### config.mk
export PLATFORM = sky130hd
export DESIGN_NAME = irq_encoder8to3
export DESIGN_NICKNAME = d
export VERILOG_FILES = /design/src/rtl/irq_encoder8to3_pkg.sv /design/src/rtl/irq_encoder8to3_pick8.sv /design/src/rtl/irq_encoder8to3.sv
export SDC_FILE = /design/constraint.sdc
export NUM_CORES = 1
export LEC_CHECK = 0
export ABC_AREA = 1
export CORE_MARGIN = 1
export CORE_UTILIZATION = 40
export CTS_CLUSTER_SIZE = 14
export DETAILED_ROUTE_END_ITERATION = 10
export PLACE_DENSITY_LB_ADDON = 0.3
export SYNTH_ARGS = -nofsm -noshare
export SYNTH_HDL_FRONTEND = slang
export SYNTH_SLANG_ARGS = --single-unit
### constraint.sdc
create_clock -name clk -period 1.1 [get_ports clk]
set_input_delay 0.22 -clock clk [delete_from_list [all_inputs] [get_ports clk]]
set_output_delay 0.22 -clock clk [all_outputs]
set_load 0.1 [all_outputs]
### src/rtl/irq_encoder8to3_pkg.sv
// Shared definitions for the 8-to-3 request encoder: line/code widths,
// controller state encoding and the pick/one-hot helper functions.
package irq_encoder8to3_pkg;

    localparam int NUM_LINES = 8;
    localparam int CODE_W    = 3;

    typedef enum logic {
        ST_IDLE = 1'b0,
        ST_BUSY = 1'b1
    } state_t;

    // Highest set bit wins; a later (higher) hit overrides an earlier one.
    function automatic logic [CODE_W-1:0] pick_fixed(input logic [NUM_LINES-1:0] p);
        logic [CODE_W-1:0] idx;
        idx = 3'd0;
        for (int i = 0; i < NUM_LINES; i++) begin
            idx = p[i] ? CODE_W'(i) : idx;
        end
        return idx;
    endfunction

    // Scan from last+8 (== last, lowest priority) down to last+1 so the
    // nearest set bit after last is the final one written.
    function automatic logic [CODE_W-1:0] pick_rr(input logic [NUM_LINES-1:0] p,
                                                  input logic [CODE_W-1:0]    last);
        logic [CODE_W-1:0] idx;
        logic [CODE_W-1:0] cand;
        idx = 3'd0;
        for (int k = NUM_LINES; k >= 1; k--) begin
            cand = last + CODE_W'(k);
            idx  = p[cand] ? cand : idx;
        end
        return idx;
    endfunction

    function automatic logic [NUM_LINES-1:0] onehot(input logic [CODE_W-1:0] c);
        return 8'd1 << c;
    endfunction

endpackage

### src/rtl/irq_encoder8to3_pick8.sv
// Combinational picker: selects one pending line by fixed priority or
// round-robin after the last granted index.
module irq_encoder8to3_pick8
    import irq_encoder8to3_pkg::*;
#(
    parameter bit RR_MODE = 1'b0
) (
    input  logic [NUM_LINES-1:0] pending,
    input  logic [CODE_W-1:0]    last,
    output logic [CODE_W-1:0]    idx,
    output logic                 any
);

    // Select the next index according to the arbitration mode.
    always_comb begin
        any = |pending;
        if (RR_MODE) begin
            idx = pick_rr(pending, last);
        end else begin
            idx = pick_fixed(pending);
        end
    end

endmodule

### src/rtl/irq_encoder8to3.sv
// Sequential 8-to-3 request encoder: sticky pending register, one grant at a
// time presented as a held code until acknowledged.
module irq_encoder8to3
    import irq_encoder8to3_pkg::*;
#(
    parameter bit RR_MODE = 1'b0
) (
    input  logic                 clk,
    input  logic                 reset,
    input  logic [NUM_LINES-1:0] req,
    input  logic                 en,
    input  logic                 ack,
    output logic [CODE_W-1:0]    code,
    output logic                 valid,
    output logic [NUM_LINES-1:0] pending
);

    state_t               state_r;
    logic [NUM_LINES-1:0] pending_r;
    logic [CODE_W-1:0]    code_r;
    logic [CODE_W-1:0]    last_r;
    logic                 valid_r;

    logic [NUM_LINES-1:0] clr_s;
    logic [NUM_LINES-1:0] pending_nxt_s;
    logic [CODE_W-1:0]    idx_s;
    logic                 any_s;

    irq_encoder8to3_pick8 #(
        .RR_MODE (RR_MODE)
    ) u_pick8 (
        .pending (pending_r),
        .last    (last_r),
        .idx     (idx_s),
        .any     (any_s)
    );

    // Pending update: an ack clears the granted line, a new request sets it (set wins).
    always_comb begin
        if (valid_r && ack) begin
            clr_s = onehot(code_r);
        end else begin
            clr_s = 8'h00;
        end
        pending_nxt_s = (pending_r & ~clr_s) | req;
    end

    // Grant controller and registered outputs.
    always_ff @(posedge clk) begin
        if (reset) begin
            state_r   <= ST_IDLE;
            pending_r <= 8'h00;
            code_r    <= 3'd0;
            last_r    <= 3'd7;
            valid_r   <= 1'b0;
        end else begin
            pending_r <= pending_nxt_s;
            case (state_r)
                ST_IDLE: begin
                    if (en && any_s) begin
                        code_r  <= idx_s;
                        last_r  <= idx_s;
                        valid_r <= 1'b1;
                        state_r <= ST_BUSY;
                    end else begin
                        valid_r <= 1'b0;
                    end
                end
                ST_BUSY: begin
                    // Code is frozen here; en/req changes only matter after the ack.
                    if (ack) begin
                        valid_r <= 1'b0;
                        state_r <= ST_IDLE;
                    end else begin
                        valid_r <= 1'b1;
                    end
                end
                default: begin
                    valid_r <= 1'b0;
                    state_r <= ST_IDLE;
                end
            endcase
        end
    end

    assign code    = code_r;
    assign valid   = valid_r;
    assign pending = pending_r;

endmodule

==> run_results.csv, run 1 <==
group,metric,value,unit
power_and_ir_drop,pwr-share-comb,42.7,%
clock_tree,cts_made_buffers,3,
floorplanning,fp.dieW,40.30,um
clock_tree,cts_tree,"done",
setup_path,critPathKind,"register to primary output",
logic_synthesis,synth-adder-area-share,0,%
timing,tightest_slew,176.2,ps
setup_path,startpoint_type,"register",
logic_synthesis,synth_xor_area_share,0,%
cells_and_area,drive_above_1_share,38.79,%
logic_synthesis,syn_nets,100,
logic_synthesis,yosys_warnings,0,
power_and_ir_drop,clkPwrFrac,20.0,%
drt,route.vias.total,604,
setup_path,crit_buf_inv,1,
drt,antenna_left,0,
min_path,hp-class,"input pin to register",
logic_synthesis,synth_top_family_by_area,"simple AND/OR/NAND/NOR gates",
placement,preCtsSetupSlack,-178.8,ps
cells_and_area,fillCellCount,105,
setup_path,cp_top_family,"flip-flops",
power_and_ir_drop,irDropWorstVdd,808.8,uV
floorplanning,rows,13,
clock_tree,cts_hold_buffers,0,
timing,fmax,943.8,MHz
logic_synthesis,synth-simple-area-share,27.08,%
setup_path,slowest_stage,"dfxtp_4",
logic_synthesis,synth_cell_types,15,
grt,overflow,0,
power_and_ir_drop,power_frac_seq,37.3,%
floorplanning,die_h,40.30,um
floorplanning,dieArea,0.001624,mm^2
clock_tree,cts_buffer_depth,2,
drt,wl_per_cell,10.82,um
logic_synthesis,ys_seq_elements,12,
drt,wirelength,1417,um
cells_and_area,fin_util,78.33,%
placement,routabilityCongestion,0.8845,
logic_synthesis,ys_seq_area_share,40.94,%
drt,top_layer,"met4",
timing,maxSlewViolCount,0,
timing,layout_setup_ws,40.46,ps
power_and_ir_drop,total_power,1397,uW
logic_synthesis,syn_inst,88,
timing,setup_viol,0,
clock_tree,clk_latency,280,ps
grt,grt_use_total,21.35,%
timing,slew-limit-headroom,88.22,%
timing,post-route-period-util,96.32,%
power_and_ir_drop,leakage,0.0004860,uW
logic_synthesis,syn_avg_cell_area,6.668,um^2
setup_path,path_cells,"buf_12",
power_and_ir_drop,switching_power,574.5,uW
clock_tree,htree_levels,1,
logic_synthesis,syn-cell-area,586.8,um^2
timing,clock_skew,5.686,ps
power_and_ir_drop,cellInternalPower,822.5,uW
flow_run,max_cap_violations,0,
floorplanning,io_pins,24,
drt,vias_per_cell,4.611,
drt,drc_errors,0,
floorplanning,core_area,0.001334,mm^2
drt,wirelength_met1,590,um
setup_path,required,880,ps
setup_path,crit_fanout,4,
drt,wl_met3,83,um
timing,fin_crit,1060,ps
cells_and_area,final_common_cell,"nand2_1",
cells_and_area,diodes,0,
drt,first_pass_iters,2,
setup_path,slowest_delay,380,ps
grt,grt_pass1_vias,534,
clock_tree,cts-root-buf,"clkbuf_4",
logic_synthesis,synth_mux_area_share,0,%
setup_path,critPathArrivalTime,840,ps
setup_path,endpoint_kind,"primary output",
placement,port_buffers,23,
timing,hold_viol,0,
placement,dpl.hpwl,1164,um
drt,drtIter0Drc,7,
grt,grt_pass1_wl,2221,um
floorplanning,initial_core_util,44.00,%
clock_tree,cts_sinks,12,
logic_synthesis,synth_compound_area_share,16.63,%
cells_and_area,layout.nets,129,
cells_and_area,area.growth.synth_to_final,78.04,%
drt,routed-wl-met2,714,um
power_and_ir_drop,switching_share,41.13,%
cells_and_area,layout_common_cells,"nand2_1, inv_1, dfxtp_4, buf_12, clkdlybuf4s50_1",
clock_tree,clkTransAtPathRegs,70,ps
power_and_ir_drop,powerDensity,1337,mW/mm^2
grt,antenna_found_initial,0,
grt,grt_max_degree,8,
outcome,status,"complete, no violations",
layout make-up:
class	instances	area [um^2]	area share [%]
clock inverters	1	3.754	0.3593
repair buffers	25	365.4	34.97
flip-flops and latches	12	285.3	27.31
clock buffers	3	22.52	2.156
multi-input cells	53	266.5	25.51
inverters	22	82.58	7.904
well taps	15	18.77	1.796
cell families after synthesis:
family                 count (synthesis)
flip-flops                            12
buffers and inverters                 23
AND/OR/NAND/NOR                       34
AO/OA/AOI/OAI                         19
what timing repair did:
| action | in CTS | in global routing |
|---|---|---|
| gates resized for setup | 0 | 2 |
| setup buffers | 0 | 0 |
| setup endpoints to repair | 0 | 3 |
flip-flops by register name, indices dropped and copies added (netlist names):
register and cells:
code 3, pending 8, valid 1
worst min-delay path, cell delays in order:
cell	delay (ps)
clkdlybuf4s50_1	390
inv_1	50
a21oi_1	50
final timing paths:
| kind | startpoint | end | slack (ps) | depth (start not counted) |
|---|---|---|---|---|
| worst max-delay path | pending[3]$_SDFF_PP0_ | pending[3] | 40 | 1 |
| worst min-delay path | req[6] | pending[6]$_SDFF_PP0_ | 470 | 3 |
| worst max register to register | pending[3]$_SDFF_PP0_ | code[1]$_SDFFE_PP0P_ | 40 | 8 |
| worst min register to register | pending[1]$_SDFF_PP0_ | pending[1]$_SDFF_PP0_ | 520 | 2 |
Yosys cell counts:
cell type	instances	share of area (%)
nand2_1	21	13
nand3_1	1	0.85
inv_1	18	12
nand2_2	2	2.1
nand3_4	1	3.0
inv_2	4	2.6
nor2_2	3	3.2
nor3_1	1	0.85
a21oi_1	10	8.5
o21bai_1	1	1.3
dfxtp_1	12	41
nand4_1	1	1.1
buf_4	1	1.3
o21ai_0	8	6.8
nor2_1	4	2.6
metrics by stage:
| stage | std cells | setup TNS (ps) | cell area [um^2] | hold WS, ps |
|---|---|---|---|---|
| after floorplan | 88 | -45.19 | 636.9 | 343.1 |
| after global placement | 127 | -1398 | 1013 | 504.7 |
| after detailed placement | 127 | -1483 | 1013 | 508.3 |
| after CTS | 131 | 0 | 1040 | 468.3 |
| after global routing | 131 | -28.52 | 1045 | 500.2 |
| final | 131 | 0 | 1045 | 468.1 |
power by group through the flow:
stage	Clock, uW	Sequential, uW	Combinational [uW]
after global placement	0	529	585
after floorplan	0	764	123
after global routing	312	527	629
after CTS	294	522	594
final	279	521	597
after detailed placement	0	531	592
metal layers:
layer,vias up,track usage (%)
met5,-,0
met4,0,15.00
met3,5,5.000
met2,20,34.68
met1,254,24.41
li1,325,-
(Power assumes the default switching activity.)
==> run 2, diff against run 1 <==
--- a/config.mk
+++ b/config.mk
@@ -7,10 +7,11 @@
 export LEC_CHECK = 0
 export ABC_AREA = 1
 export CORE_MARGIN = 1
-export CORE_UTILIZATION = 40
+export CORE_UTILIZATION = 42
 export CTS_CLUSTER_SIZE = 14
 export DETAILED_ROUTE_END_ITERATION = 10
 export PLACE_DENSITY_LB_ADDON = 0.3
 export SYNTH_ARGS = -nofsm -noshare
 export SYNTH_HDL_FRONTEND = slang
+export SYNTH_HIERARCHICAL = 1
 export SYNTH_SLANG_ARGS = --single-unit
==> constraint.sdc (replaced) <==
create_clock -name clk -period 1.1 [get_ports clk]
set_input_delay 0.11 -clock clk [delete_from_list [all_inputs] [get_ports clk]]
set_output_delay 0.11 -clock clk [all_outputs]
set_load 0.1 [all_outputs]
==> run_results.csv, run 2 <==
group,metric,value,unit
outcome,status,"finished, violations left",
outcome,violations,"setup timing",
drt,vias_per_cell,6.007,
power_and_ir_drop,total_power,1476,uW
timing,fmax,837.5,MHz
cells_and_area,largest_reg_flops,8,
floorplanning,fp.dieW,38.94,um
cells_and_area,final_common_cell,"nand2_1",
power_and_ir_drop,switching_power,644.2,uW
floorplanning,initial_core_util,48.31,%
cells_and_area,layout.nets,134,
drt,drc_errors,0,
placement,dpl.hpwl,1699,um
setup_path,required,1310,ps
placement,port_buffers,23,
grt,antenna_found_initial,0,
cells_and_area,area.growth.synth_to_final,98.04,%
drt,wirelength,2758,um
placement,place_area,0.001031,mm^2
grt,grt_use_total,36.13,%
power_and_ir_drop,powerDensity,1301,mW/mm^2
timing,maxSlewViolCount,0,
drt,drtIter0Drc,53,
timing,slew-limit-headroom,81.21,%
logic_synthesis,syn_nets,101,
clock_tree,cts_made_buffers,3,
floorplanning,core_area,0.001186,mm^2
floorplanning,io_pins,24,
timing,rsz0062_at_grt,"yes",
clock_tree,clkTransAtPathRegs,90,ps
timing,hold_viol,0,
flow_run,max_cap_violations,0,
power_and_ir_drop,cellInternalPower,832.2,uW
setup_path,critPathArrivalTime,1410,ps
clock_tree,cts_buffer_depth,2,
logic_synthesis,syn_inst,89,
power_and_ir_drop,pwr-share-comb,44.1,%
setup_path,startpoint_type,"register",
drt,antenna_left,0,
placement,routabilityCongestion,0.8595,
power_and_ir_drop,irDropWorstVdd,1239,uV
setup_path,crit_fanout,4,
clock_tree,cts-root-buf,"clkbuf_4",
floorplanning,dieArea,0.001516,mm^2
power_and_ir_drop,power_frac_seq,35.9,%
cells_and_area,finalNonFillerCells,134,
timing,clock_skew,7.442,ps
min_path,hp-class,"input pin to register",
timing,tightest_slew,280.8,ps
grt,grt_pass1_wl,3505,um
clock_tree,cts_sinks,12,
cells_and_area,layout_common_cells,"nand2_1, inv_1, dfxtp_4, buf_12, clkdlybuf4s50_1",
floorplanning,rows,12,
clock_tree,clk_latency,290,ps
logic_synthesis,yosys_warnings,6,
logic_synthesis,syn-cell-area,573.1,um^2
clock_tree,htree_levels,1,
power_and_ir_drop,switching_share,43.63,%
timing,setup_tns,-219.3,ps
grt,grt_pass1_vias,735,
cells_and_area,fin_area,0.001135,mm^2
setup_path,critPathKind,"register to register",
timing,setup_viol,4,
timing,hold_ws,371.6,ps
grt,grt_max_degree,13,
timing,post-route-period-util,108.6,%
grt,overflow,0,
timing,fin_crit,1194,ps
clock_tree,cts_tree,"done",
timing,layout_setup_ws,-94.06,ps
floorplanning,die_h,38.94,um
drt,wl_per_cell,20.58,um
cells_and_area,diodes,0,
drt,route.vias.total,805,
power_and_ir_drop,leakage,0.0004989,uW
power_and_ir_drop,clkPwrFrac,20.0,%
placement,place_inst,130,
setup_path,endpoint_kind,"register",
cells_and_area,drive_above_1_share,42.50,%
drt,first_pass_iters,4,
logic_synthesis,syn_avg_cell_area,6.439,um^2
==> run 2: layer usage <==
layer / global-route usage (%) / up-vias / part of all wire, %
met4: 13.79 / 0 / 8.0
met2: 67.92 / 85 / 51
met1: 38.73 / 359 / 33
met3: 6.936 / 28 / 7.7
met5: 0 / - / 0
li1: - / 333 / -
==> run 2: worst paths after layout <==
kind	endpoint	from	depth (start not counted)	slack, ps
worst min-delay path	pending[0]$_SDFF_PP0_	req[0]	3	370
worst min register to register	code[2]$_SDFFE_PP0P_	code[2]$_SDFFE_PP0P_	2	530
worst max register to register	code[0]$_SDFFE_PP0P_	pending[2]$_SDFF_PP0_	7	-90
worst max-delay path	code[0]$_SDFFE_PP0P_	pending[2]$_SDFF_PP0_	7	-90
==> run 2: timing repair <==
item / 4_1_cts / 5_1_grt
setup buffers: 1 / 0
pin swaps: 2 / 1
hold buffers: 0 / 0
gates resized for setup: 4 / 14
endpoints found under the setup margin: 3 / 6
==> run 2: area by class of cell <==
class / instances / area (um^2)
inverters: 19 / 76.32
multi-input cells: 57 / 334.1
repair buffers: 29 / 399.1
well taps: 14 / 17.52
fillers: 26 / 51.30
clock buffers: 3 / 22.52
flip-flops and latches: 12 / 285.3
==> run 2: per-stage QoR <==
step / setup slack, ps / util, %
floorplan: -49.64 / -
global placement: -32.24 / 86.92
detailed placement: -146.2 / 86.92
CTS: -29.33 / 90.82
global route: -145.7 / 95.68
finish: -94.06 / 95.68
==> run 2: worst max-delay path, cell delays in order, from the launching register on <==
cell and delay, ps:
dfxtp_4 360, inv_4 60, nand2_4 50, nor3_4 170, nand3_4 130, nand3_4 140, nand2_2 70, a21oi_2 130
==> run 2: power by group through the flow <==
stage          Clock [uW]  Sequential (uW)  Combinational, uW
2_1_floorplan           0              753                103
3_3_place_gp            0              519                567
3_5_place_dp            0              524                588
4_1_cts               280              515                605
5_1_grt               308              532                668
6_report              296              529                651
==> run 3, diff against run 2 <==
--- a/config.mk
+++ b/config.mk
@@ -7,9 +7,11 @@
 export LEC_CHECK = 0
 export ABC_AREA = 1
 export CORE_MARGIN = 1
-export CORE_UTILIZATION = 42
+export CORE_UTILIZATION = 45
+export CTS_BUF_LIST = sky130_fd_sc_hd__clkbuf_8
 export CTS_CLUSTER_SIZE = 14
 export DETAILED_ROUTE_END_ITERATION = 10
+export GPL_TIMING_DRIVEN = 0
 export PLACE_DENSITY_LB_ADDON = 0.3
 export SYNTH_ARGS = -nofsm -noshare
 export SYNTH_HDL_FRONTEND = slang
==> run_results.csv, run 3 (same netlist as run 2, synthesis figures left out) <==
group,metric,value,unit
outcome,status,"finished, violations left",
outcome,violations,"setup timing",
drt,first_pass_iters,6,
clock_tree,clk_latency,240,ps
cells_and_area,layout.nets,131,
grt,antenna_found_initial,0,
clock_tree,clkTransAtPathRegs,60,ps
power_and_ir_drop,switching_power,568.0,uW
placement,port_buffers,23,
drt,drtIter0Drc,51,
grt,overflow,0,
timing,fin_crit,1198,ps
timing,clock_skew,3.977,ps
timing,maxSlewViolCount,0,
setup_path,critPathArrivalTime,1320,ps
timing,hold_ws,405.1,ps
power_and_ir_drop,pwr-share-comb,35.3,%
timing,fmax,834.4,MHz
setup_path,startpoint_type,"register",
power_and_ir_drop,switching_share,40.19,%
drt,antenna_left,0,
placement,place_inst,126,
cells_and_area,layout_common_cells,"nand2_1, inv_1, dfxtp_4",
timing,hold_viol,0,
timing,tightest_slew,494.6,ps
setup_path,crit_fanout,4,
cells_and_area,final_common_cell,"nand2_1",
timing,layout_setup_ws,-98.43,ps
min_path,hp-class,"input pin to register",
placement,routabilityCongestion,0.8845,
power_and_ir_drop,powerDensity,1510,mW/mm^2
timing,post-route-period-util,108.9,%
power_and_ir_drop,irDropWorstVdd,1149,uV
power_and_ir_drop,total_power,1413,uW
clock_tree,cts_made_buffers,3,
setup_path,required,1230,ps
power_and_ir_drop,cellInternalPower,845.3,uW
flow_run,max_cap_violations,0,
drt,wl_per_cell,13.25,um
grt,grt_pass1_vias,594,
clock_tree,cts_buffer_depth,2,
setup_path,rrSetupSlack,-100,ps
cells_and_area,largest_reg_flops,8,
floorplanning,io_pins,24,
clock_tree,htree_levels,1,
floorplanning,rows,12,
floorplanning,die_h,37.69,um
floorplanning,dieArea,0.001420,mm^2
setup_path,endpoint_kind,"register",
cells_and_area,drive_above_1_share,36.44,%
cells_and_area,area.growth.synth_to_final,63.32,%
clock_tree,cts_sinks,12,
power_and_ir_drop,leakage,0.0004381,uW
grt,grt_pass1_wl,2587,um
drt,route.vias.total,676,
cells_and_area,finalNonFillerCells,132,
cells_and_area,diodes,0,
grt,grt_max_degree,11,
floorplanning,fp.dieW,37.69,um
cells_and_area,fillCellCount,79,
timing,setup_tns,-355.3,ps
drt,drc_errors,0,
floorplanning,core_area,0.001141,mm^2
grt,grt_use_total,26.87,%
cells_and_area,multi_input_area,299.0,um^2
timing,rsz0062_at_grt,"yes",
cells_and_area,regArea,285.3,um^2
drt,vias_per_cell,5.121,
drt,wirelength,1749,um
setup_path,critPathKind,"register to register",
clock_tree,cts-root-buf,"clkbuf_8",
timing,setup_viol,5,
power_and_ir_drop,clkPwrFrac,28.7,%
floorplanning,initial_core_util,50.22,%
power_and_ir_drop,power_frac_seq,36.0,%
placement,dpl.hpwl,1056,um
timing,slew-limit-headroom,67.26,%
clock_tree,cts_tree,"done",
==> run 3: changes by cell type in the layout (fill, tap and decap cells not counted), sizes merged <==
cell	delta
buf	-5
clkinv	+1
clkbuf	+2
==> run 3: worst paths after layout <==
kind | depth (start not counted) | from | endpoint
hold / removal | 3 | req[7] | pending[7]$_SDFF_PP0_
hold reg to reg | 2 | pending[2]$_SDFF_PP0_ | pending[2]$_SDFF_PP0_
setup reg to reg | 5 | pending[4]$_SDFF_PP0_ | valid$_SDFF_PP0_
setup / recovery | 5 | pending[4]$_SDFF_PP0_ | valid$_SDFF_PP0_
==> run 3: what timing repair did <==
action,in CTS,in global routing
resized for setup,71,6
hold endpoints to repair,0,0
buffers inserted,0,2
hold buffers,0,0
pin swaps,1,2
endpoints found under the setup margin,15,7
gates cloned,0,0
==> run 3: stage by stage <==
| stage | util (%) | setup WS (ps) | instance area [um^2] |
|---|---|---|---|
| after floorplan | - | -49.64 | 630.6 |
| after global placement | 76.97 | -489.5 | 878.3 |
| after global routing | 82.02 | -117.3 | 935.9 |
| after CTS | 78.84 | -27.65 | 899.6 |
| final | 82.02 | -98.43 | 935.9 |
| after detailed placement | 76.97 | -490.2 | 878.3 |
==> run 3: worst max-delay path: stages (launching register included) <==
cell and delay [ps]:
dfxtp_4 350, nor2_1 300, nand3_4 160, nand3_4 120, buf_4 120, a21oi_2 40
==> run 3: layer usage <==
layer	part of all wire, %	global-route usage, %	wire, um	vias up
met1	41	31.62	725	304
met4	0.63	8.929	11	0
met5	0	0	0	-
met3	7.7	5.357	134	2
met2	50	47.84	878	43
li1	-	-	-	327
==> run 3: area by class of cell <==
cell class | instances | area share, %
Inverter | 19 | 7.620
Timing Repair Buffer | 25 | 22.73
Clock inverter | 1 | 0.4011
Tap cell | 14 | 1.872
Sequential cell | 12 | 30.48
Clock buffer | 3 | 4.412
Buffer | 1 | 0.5348
Multi-Input combinational cell | 57 | 31.95
==> run 3: power by group through the flow <==
| stage | logic [uW] | clock network (uW) | registers [uW] |
|---|---|---|---|
| floorplan | 103 | 0 | 753 |
| finish | 498 | 406 | 509 |
| CTS | 473 | 407 | 507 |
| global placement | 467 | 0 | 509 |
| detailed placement | 474 | 0 | 511 |
| global route | 521 | 430 | 513 |
